--- src/rtl/reg_bank_pkg.sv ---
// Shared mode constants, decode struct and parameter-slicing helpers for the
// synchronous control/status register bank.
package reg_bank_pkg;

    localparam logic [1:0] REG_MODE_RW  = 2'd0;
    localparam logic [1:0] REG_MODE_RO  = 2'd1;
    localparam logic [1:0] REG_MODE_W1C = 2'd2;

    // Upper bounds for the helper argument widths; the bank checks its own
    // parameters against these at elaboration.
    localparam int MAX_REGS       = 256;
    localparam int MAX_DATA_WIDTH = 64;
    localparam int MODES_W        = 2 * MAX_REGS;
    localparam int RESETS_W       = MAX_DATA_WIDTH * MAX_REGS;

    typedef logic [MODES_W-1:0]        modes_vec_t;
    typedef logic [RESETS_W-1:0]       resets_vec_t;
    typedef logic [MAX_DATA_WIDTH-1:0] max_word_t;

    // Per-cycle classification of the bus request.
    typedef struct packed {
        logic rd_ok;
        logic wr_ok;
        logic rd_bad;
        logic illegal;
    } req_dec_t;

    function automatic logic [1:0] mode_of(input modes_vec_t modes, input int idx);
        return modes[2*idx +: 2];
    endfunction

    function automatic max_word_t reset_of(input resets_vec_t resets,
                                           input int data_width, input int idx);
        resets_vec_t w_shifted;
        w_shifted = resets >> (data_width * idx);
        return max_word_t'(w_shifted);
    endfunction

endpackage

--- src/rtl/reg_bank_if.sv ---
// Host bus between a master and the register bank.
// Handshake: a request exists in any cycle with en high; the bank has no ready and
// never stalls, and rvalid marks rdata for exactly one cycle, one cycle after a read.
interface reg_bank_if #(
    parameter int ADDR_WIDTH = 8,
    parameter int DATA_WIDTH = 16
);
    logic                    en;
    logic                    rd;
    logic                    wr;
    logic [DATA_WIDTH/8-1:0] be;
    logic [ADDR_WIDTH-1:0]   addr;
    logic [DATA_WIDTH-1:0]   wdata;
    logic [DATA_WIDTH-1:0]   rdata;
    logic                    rvalid;
    logic                    err;

    modport master (
        output en, rd, wr, be, addr, wdata,
        input  rdata, rvalid, err
    );

    modport slave (
        input  en, rd, wr, be, addr, wdata,
        output rdata, rvalid, err
    );

endinterface

--- src/rtl/reg_bank_cell.sv ---
// One register of the bank: read/write, live read-only, or write-1-to-clear sticky
// status, selected by MODE at elaboration.
module reg_bank_cell
    import reg_bank_pkg::*;
#(
    parameter int                    DATA_WIDTH  = 16,
    parameter logic [1:0]            MODE        = REG_MODE_RW,
    parameter logic [DATA_WIDTH-1:0] RESET_VALUE = '0
) (
    input  logic                    clk,
    input  logic                    reset,
    input  logic                    i_we,
    input  logic [DATA_WIDTH/8-1:0] i_be,
    input  logic [DATA_WIDTH-1:0]   i_wdata,
    input  logic [DATA_WIDTH-1:0]   i_set,
    input  logic [DATA_WIDTH-1:0]   i_value,
    output logic [DATA_WIDTH-1:0]   o_q,
    output logic [DATA_WIDTH-1:0]   o_rd_value
);

    localparam int NBYTES = DATA_WIDTH / 8;

    logic [DATA_WIDTH-1:0] w_bit_en;

    for (genvar k = 0; k < NBYTES; k++) begin : g_bit_en
        assign w_bit_en[8*k +: 8] = {8{i_be[k]}};
    end

    if (MODE == REG_MODE_RW) begin : g_rw
        logic [DATA_WIDTH-1:0] r_q;
        logic                  w_unused;

        always_ff @(posedge clk) begin
            if (reset) begin
                r_q <= RESET_VALUE;
            end else if (i_we) begin
                r_q <= (r_q & ~w_bit_en) | (i_wdata & w_bit_en);
            end
        end

        assign o_q        = r_q;
        assign o_rd_value = r_q;
        assign w_unused   = ^{i_set, i_value};
    end else if (MODE == REG_MODE_W1C) begin : g_w1c
        logic [DATA_WIDTH-1:0] r_q;
        logic [DATA_WIDTH-1:0] w_clear;
        logic                  w_unused;

        // Set is applied after clear so a simultaneous set always wins.
        assign w_clear = i_we ? (i_wdata & w_bit_en) : '0;

        always_ff @(posedge clk) begin
            if (reset) begin
                r_q <= RESET_VALUE;
            end else begin
                r_q <= (r_q & ~w_clear) | i_set;
            end
        end

        assign o_q        = r_q;
        assign o_rd_value = r_q;
        assign w_unused   = ^i_value;
    end else if (MODE == REG_MODE_RO) begin : g_ro
        logic w_unused;

        assign o_q        = '0;
        assign o_rd_value = i_value;
        assign w_unused   = ^{clk, reset, i_we, i_wdata, i_set, w_bit_en};
    end else begin : g_bad_mode
        $fatal(1, "reg_bank_cell: register mode 3 is illegal");
        assign o_q        = '0;
        assign o_rd_value = '0;
    end

endmodule

--- src/rtl/reg_bank.sv ---
// Parametrised synchronous control/status register bank: address decode, legality
// check, read mux and registered bus responses around NUM_REGS register cells.
module reg_bank
    import reg_bank_pkg::*;
#(
    parameter int                             ADDR_WIDTH   = 8,
    parameter int                             DATA_WIDTH   = 16,
    parameter int                             NUM_REGS     = 32,
    parameter logic [2*NUM_REGS-1:0]          MODES        = '0,
    parameter logic [DATA_WIDTH*NUM_REGS-1:0] RESET_VALUES = '0
) (
    input  logic                           clk,
    input  logic                           reset,
    reg_bank_if.slave                      bus,
    input  logic [DATA_WIDTH*NUM_REGS-1:0] values,
    input  logic [DATA_WIDTH*NUM_REGS-1:0] set_bits,
    output logic [DATA_WIDTH*NUM_REGS-1:0] regs,
    output logic [NUM_REGS-1:0]            wr_pulse
);

    localparam int          AW1        = ADDR_WIDTH + 1;
    localparam modes_vec_t  MODES_EXT  = modes_vec_t'(MODES);
    localparam resets_vec_t RESETS_EXT = resets_vec_t'(RESET_VALUES);

    if ((DATA_WIDTH % 8 != 0) || (DATA_WIDTH < 8) || (DATA_WIDTH > MAX_DATA_WIDTH)) begin : g_bad_width
        $fatal(1, "reg_bank: DATA_WIDTH must be a multiple of 8 between 8 and %0d", MAX_DATA_WIDTH);
    end

    if ((NUM_REGS < 1) || (NUM_REGS > MAX_REGS) ||
        ((ADDR_WIDTH < 31) && (NUM_REGS > (1 << ADDR_WIDTH)))) begin : g_bad_count
        $fatal(1, "reg_bank: NUM_REGS does not fit the address space");
    end

    req_dec_t              w_dec;
    logic                  w_in_range;
    logic [NUM_REGS-1:0]   w_we;
    logic [DATA_WIDTH-1:0] w_rd_value [NUM_REGS];
    logic [DATA_WIDTH-1:0] w_rd_mux;

    logic [DATA_WIDTH-1:0] r_rdata;
    logic                  r_rvalid;
    logic                  r_err;
    logic [NUM_REGS-1:0]   r_wr_pulse;

    // Widened compare so NUM_REGS == 2^ADDR_WIDTH is still representable.
    assign w_in_range = {1'b0, bus.addr} < AW1'(NUM_REGS);

    always_comb begin
        w_dec         = '0;
        w_dec.wr_ok   = bus.en & bus.wr & ~bus.rd & w_in_range;
        w_dec.rd_ok   = bus.en & bus.rd & ~bus.wr & w_in_range;
        w_dec.illegal = bus.en & ((bus.rd & bus.wr) | ((bus.rd | bus.wr) & ~w_in_range));
        w_dec.rd_bad  = w_dec.illegal & bus.rd;
    end

    for (genvar i = 0; i < NUM_REGS; i++) begin : g_cell
        localparam logic [1:0] MODE_I = mode_of(MODES_EXT, i);

        // Writes to read-only slots are silently dropped and raise no strobe.
        assign w_we[i] = w_dec.wr_ok & (bus.addr == ADDR_WIDTH'(i)) & (MODE_I != REG_MODE_RO);

        reg_bank_cell #(
            .DATA_WIDTH  (DATA_WIDTH),
            .MODE        (MODE_I),
            .RESET_VALUE (DATA_WIDTH'(reset_of(RESETS_EXT, DATA_WIDTH, i)))
        ) u_cell (
            .clk        (clk),
            .reset      (reset),
            .i_we       (w_we[i]),
            .i_be       (bus.be),
            .i_wdata    (bus.wdata),
            .i_set      (set_bits[DATA_WIDTH*i +: DATA_WIDTH]),
            .i_value    (values[DATA_WIDTH*i +: DATA_WIDTH]),
            .o_q        (regs[DATA_WIDTH*i +: DATA_WIDTH]),
            .o_rd_value (w_rd_value[i])
        );
    end

    always_comb begin
        w_rd_mux = '0;
        for (int i = 0; i < NUM_REGS; i++) begin
            if (bus.addr == ADDR_WIDTH'(i)) begin
                w_rd_mux = w_rd_value[i];
            end
        end
    end

    always_ff @(posedge clk) begin
        if (reset) begin
            r_rdata    <= '0;
            r_rvalid   <= 1'b0;
            r_err      <= 1'b0;
            r_wr_pulse <= '0;
        end else begin
            r_rvalid   <= w_dec.rd_ok | w_dec.rd_bad;
            r_err      <= w_dec.illegal;
            r_wr_pulse <= w_we;
            if (w_dec.rd_ok) begin
                r_rdata <= w_rd_mux;
            end else if (w_dec.rd_bad) begin
                r_rdata <= '0;
            end
        end
    end

    assign bus.rdata  = r_rdata;
    assign bus.rvalid = r_rvalid;
    assign bus.err    = r_err;
    assign wr_pulse   = r_wr_pulse;

endmodule

--- src/flat_wrapper.sv ---
// flat-port wrapper written by rule: the top's interface ports become plain ports
module reg_bank_flat import reg_bank_pkg::*;
#(
    parameter int                             ADDR_WIDTH   = 8,
    parameter int                             DATA_WIDTH   = 16,
    parameter int                             NUM_REGS     = 32,
    parameter logic [2*NUM_REGS-1:0]          MODES        = '0,
    parameter logic [DATA_WIDTH*NUM_REGS-1:0] RESET_VALUES = '0
)
  (clk, reset, values, set_bits, regs, wr_pulse, bus_en, bus_rd, bus_wr, bus_be, bus_addr, bus_wdata, bus_rdata, bus_rvalid, bus_err);
  reg_bank_if #(.ADDR_WIDTH(ADDR_WIDTH), .DATA_WIDTH(DATA_WIDTH)) bus_i ();
  input  logic clk;
  input  logic reset;
  input  logic [DATA_WIDTH*NUM_REGS-1:0] values;
  input  logic [DATA_WIDTH*NUM_REGS-1:0] set_bits;
  output logic [DATA_WIDTH*NUM_REGS-1:0] regs;
  output logic [NUM_REGS-1:0] wr_pulse;
  input wire logic [$bits(bus_i.en)-1:0] bus_en;
  input wire logic [$bits(bus_i.rd)-1:0] bus_rd;
  input wire logic [$bits(bus_i.wr)-1:0] bus_wr;
  input wire logic [$bits(bus_i.be)-1:0] bus_be;
  input wire logic [$bits(bus_i.addr)-1:0] bus_addr;
  input wire logic [$bits(bus_i.wdata)-1:0] bus_wdata;
  output wire logic [$bits(bus_i.rdata)-1:0] bus_rdata;
  output wire logic [$bits(bus_i.rvalid)-1:0] bus_rvalid;
  output wire logic [$bits(bus_i.err)-1:0] bus_err;
  assign bus_i.en = bus_en;
  assign bus_i.rd = bus_rd;
  assign bus_i.wr = bus_wr;
  assign bus_i.be = bus_be;
  assign bus_i.addr = bus_addr;
  assign bus_i.wdata = bus_wdata;
  assign bus_rdata = bus_i.rdata;
  assign bus_rvalid = bus_i.rvalid;
  assign bus_err = bus_i.err;
  reg_bank #(.ADDR_WIDTH(ADDR_WIDTH), .DATA_WIDTH(DATA_WIDTH), .NUM_REGS(NUM_REGS), .MODES(MODES), .RESET_VALUES(RESET_VALUES)) u_core (.clk(clk), .reset(reset), .bus(bus_i), .values(values), .set_bits(set_bits), .regs(regs), .wr_pulse(wr_pulse));
endmodule
--- config.mk ---
export PLATFORM = sky130hd
export DESIGN_NAME = reg_bank_flat
export DESIGN_NICKNAME = d
export VERILOG_FILES = /design/src/rtl/reg_bank_pkg.sv /design/src/rtl/reg_bank_if.sv /design/src/rtl/reg_bank_cell.sv /design/src/rtl/reg_bank.sv /design/src/flat_wrapper.sv
export SDC_FILE = /design/constraint.sdc
export NUM_CORES = 1
export LEC_CHECK = 0
export CORE_AREA = 10 10 621 623
export DETAILED_ROUTE_END_ITERATION = 16
export DIE_AREA = 0 0 631 633
export SETUP_SLACK_MARGIN = 0.1
export SLEW_MARGIN = 20
export SYNTH_ARGS = -nofsm -noshare
export SYNTH_HDL_FRONTEND = slang
export SYNTH_HIERARCHICAL = 1
export SYNTH_SLANG_ARGS = --single-unit
--- constraint.sdc ---
create_clock -name clk -period 7.95 [get_ports clk]
set_clock_uncertainty 0.15 [all_clocks]
set_input_delay 1.59 -clock clk [delete_from_list [all_inputs] [get_ports clk]]
set_output_delay 1.59 -clock clk [all_outputs]
set_load 0.02 [all_outputs]
# == Yosys cells after proc, flatten, opt, wreduce, memory -nomap -nowiden ==
# Cells that the tools add are included.
# classes
n_lt_le_gt_ge,1
eq_ne,31
mux,34
bitwise_logic,114
n_reduce_logical,2
# op_table
operator,count
16-bit 2-to-1 mux,34
16-bit AND,33
16-bit OR,32
"8-bit by 5-bit == test with 1-bit output, second input constant",16
"8-bit by 4-bit == test with 1-bit output, second input constant",8
1-bit AND,42
"8-bit by 3-bit == test with 1-bit output, second input constant",4
"8-bit by 2-bit == test with 1-bit output, second input constant",2
16-bit inverter,1
"8-bit by 1-bit == test with 1-bit output, second input constant",1
8-bit logical NOT,1
"8-bit by 6-bit less-than comparator with 1-bit output, second input constant",1
1-bit inverter,3
1-bit OR,3
2-bit nonzero test,1
# word_totals
register_bits,562
in_bits,1055
out_inout_bits,562
wordCells,218

# == Depth between registers and ports, before layout ==
# depth
depth_word,34
mapped_depth,11
depth_no_buf,6

# == Modules after synthesis ==
# The synthesis kept the hierarchy.
# by_module_without_submodules
module,instances,cells_each,area_per_inst_um2,seq_area_each_um2
reg_bank_cell,32,89,864.6,320.3
reg_bank,1,964,6990.5,1001.0

# == Worst setup path before layout ==
# Ideal clock, no wire load.
# synth_path
kind,input to register
start,input bus_addr[1]
end,register (tool-made name)
setup_time_ns,0.120
arrival_time_ns,3.577
required_ns,7.680
path_slack_ns,4.102
cell_stages,10
n_path_buf,5
path_cell_list,buf_2 -> buf_2 -> nor2_1 -> clkbuf_1 -> clkbuf_1 -> nand2_1 -> nor2_1 -> buf_4 -> a21bo_1 -> a21oi_2
# synth_lines
element,line,rtl
"start, declared",flat_wrapper.sv:22,input wire logic [$bits(bus_i.addr)-1:0] bus_addr;

# == Worst setup path after layout ==
# layout_path
start,input bus_addr[7]
end,register u_core.r_rdata[10] (netlist: u_core/bus.rdata[10])
# layout_between
elab_chain_len,34
word_cells_on_any_way,73
classes_between,1 x order compare; 31 x eq/ne; 33 x mux; 6 x bitwise; 2 x reduce/logical
# layout_rtl
element,line,rtl
8-bit logical NOT,reg_bank.sv:82,if (bus.addr == ADDR_WIDTH'(i)) begin
16-bit 2-to-1 mux (32 in a row),reg_bank.sv:82,
16-bit 2-to-1 mux,reg_bank.sv:98,if (w_dec.rd_ok) begin
"end signal, assigned",reg_bank.sv:99,r_rdata <= w_rd_mux;
"end, declared",reg_bank.sv:40,logic [DATA_WIDTH-1:0] r_rdata;
# Parallel ways exist; a longest one is shown, timed or not.
# A chain may end at the register's enable or synchronous reset.

==> metrics.txt <==
CTS tree built; #FFs+latches synth 562; Critical Path Fanout Max 16; Mapped Area between 30,000 and 40,000 um^2; routed wire length about 250,000 um; Slew Viols, Final 0; Peak VDD IR 0.1449 mV; clk slew on worst S/H paths 0.06 ns; Die ar. ~400,000 um^2; Post-CTS Hold Fix Bufs 0; outcome completed; Synth warnings 6; DR DRC count 0; Post-CTS Setup Repair Bufs 0; Final nets 4,747; final-report hold violation count 0; critical path launch point type primary input; DRT Pass-1 Iters 6; Critical Path AT 5.71 ns; Worst Hold Path EP u_core/bus.rdata[1]$_SDFFE_PP0P_; ys async rst share 0; Pwr per Cell Area 146.8 nW/um^2; wire per inst 28.07 um; Register-to-Register Setup Slack 4.64 ns; Overflow after GRT 0; fin area around 43,000 um^2; Die Y 633 um; synth unique cells 84; placed instance area 40,920 um^2; R2R Path End u_core/bus.rdata[6]$_SDFFE_PP0P_; vias 30,110; Fmax ~190 MHz; largest net degree at the start of global routing 198; crit end category register; Core Box Area 373,900 um^2; sequential-to-total area share from yosys stat 0.3246; number of placed I/O pins 1,617; Finished Core Util 0.1148; Crit Path Class primary input to register; Syn Nets just under 5,000; worst skew pair latency 0.71 ns; CTS sink count between 500 and 600; syn avg cell area 9.092 um^2; Top cell by count, worst path buf_4; worst reg2reg path depth 6; CP peak stage delay 0.93 ns; relative slew slack 0.1579; period utilization 0.6653; PortBufs approximately 600; slowest CP cell a31oi_1; Hold Path Origin u_core/bus.rdata[1]$_SDFFE_PP0P_; worst min-delay path category register to register; RSZ-0062 raised after global routing false; EDFF count, synth 0; final antenna-violating net count 0; # rows around 230; setup TNS 0 ns; # setup viols final 0; initial drt markers around 4,300; Slew @ Worst Pin 1.263 ns; most common cell after layout, fill and taps aside clkdlybuf4s50_1; cell count after synthesis 3,812; Hold Path Stages 2; max_cap viols 0; HPWL Detailed 192,800 um; Required @ worst endpoint 8.37 ns; initial antenna violation count 21; TritonCTS Buffers between 50 and 60; Die W between 600 and 700 um; H-Tree Level Count 2; gpl congestion 0.9469; most frequent cells in the layout clkdlybuf4s50_1, nand3_1, dfxtp_1; Starting Density 0.09270; shortest period the worst path allows 5.289 ns; GRT Total Usage 0.1160; Longest Clk Path Bufs 3; drt via density around 3.4; area grow syn2layout 23.86%; number of global-route vias before repair about 27,000; share of post-route cells with drive strength above 1 0.2360; PostCTS Resize Cnt 0; first-pass GRT wire length 308,000 um; CP Cell Sequence clkdlybuf4s50_1 -> or4_1 -> buf_4 -> nor2_2 -> buf_4 -> nand3_1 -> a31oi_1 -> o31ai_1 -> a221oi_1; Post-synth top flop dfxtp_1; Root Buffer clkbuf_16; leak pwr 12.51 nW
==> metal layers <==
layer	up-vias	part of all wire	global-route usage	routed length [um]
met2	1905	0.44	0.1832	108600
met4	12	0.12	0.1119	29930
met3	527	0.11	0.04679	27780
li1	13007	-	-	-
met1	14659	0.32	0.1155	79210
met5	-	0.00036	0.0001194	89
==> where the power goes <==
part           leakage [nW]  internal [mW]  total (mW)  switching [mW]
Sequential             4.52           2.81        2.81        0.000291
Combinational          7.04         0.0726       0.499           0.427
Clock                 0.946           1.64        2.99            1.35
==> per-stage QoR <==
stage | total power [mW] | instances | hold slack, ns | worst slack (ns)
after floorplan | 3.162 | 3812 | 0.3854 | 4.102
after global placement | 3.361 | 8627 | 0.2928 | 2.199
after detailed placement | 3.363 | 8627 | 0.3027 | 2.270
after CTS | 6.339 | 8730 | 0.3170 | 2.979
after global routing | 6.413 | 8742 | 0.3635 | 2.837
final | 6.303 | 8749 | 0.3216 | 2.661
==> critical path: cells and delay by family <==
| kind | cells | cell delay (ns) |
|---|---|---|
| buffers and inverters | 3 | 1.21 |
| AOI/OAI and AO/OA | 3 | 1.52 |
| and+or+nand+nor | 3 | 1.37 |
==> cells by family after synthesis <==
logic type | after synthesis | share of synthesized area
AO/OA/AOI/OAI | 1381 | 0.3080
buffers and inverters | 916 | 0.2081
AND/OR/NAND/NOR | 863 | 0.1242
flip-flops | 562 | 0.3246
multiplexers | 89 | 0.03484
adder cells (fa/ha/maj) | 1 | 0.0002888
==> synthesized netlist by cell type (21+ instances only) <==
library cell	instances	share of area
a21bo_2	385	0.11
a21oi_2	128	0.032
a22oi_1	39	0.0084
nor2_1	109	0.012
mux2i_1	34	0.0098
nand3_1	569	0.082
dfxtp_1	562	0.32
buf_2	82	0.012
mux2_2	33	0.011
nor3_1	24	0.0035
a21oi_1	442	0.064
o21ai_0	53	0.0077
buf_4	581	0.13
mux4_2	22	0.014
a21bo_1	128	0.037
nand2_1	71	0.0077
a31oi_1	21	0.0038
o22ai_1	30	0.0054
clkbuf_1	46	0.0050
clkbuf_2	32	0.0046
buf_6	97	0.032
buf_8	64	0.028
==> how the worst max path moves through the flow <==
stage                      startpoint                                end  slack, ns  cells past startpoint
final                     bus_addr[7]  u_core/bus.rdata[10]$_SDFFE_PP0P_       2.66                      9
after global routing      bus_addr[7]  u_core/bus.rdata[10]$_SDFFE_PP0P_       2.84                      8
after CTS                 bus_addr[7]  u_core/bus.rdata[10]$_SDFFE_PP0P_       2.98                      8
after detailed placement  bus_addr[7]  u_core/bus.rdata[10]$_SDFFE_PP0P_       2.27                      8
after global placement    bus_addr[7]                           register       2.20                      8
after floorplan           bus_addr[1]                           register       4.10                     10
==> final cells by class <==
| class | instances | area (um^2) |
|---|---|---|
| Tap cell | 4994 | 6248 |
| Fill cell | 43132 | 330900 |
| Antenna cell | 18 | 45.04 |
| Clock inverter | 18 | 267.8 |
| Multi-Input combinational cell | 2334 | 16410 |
| Clock buffer | 85 | 1662 |
| Sequential cell | 562 | 11250 |
| Inverter | 10 | 37.54 |
| Timing Repair Buffer | 728 | 7004 |
Power figures use the tool's default switching activity.
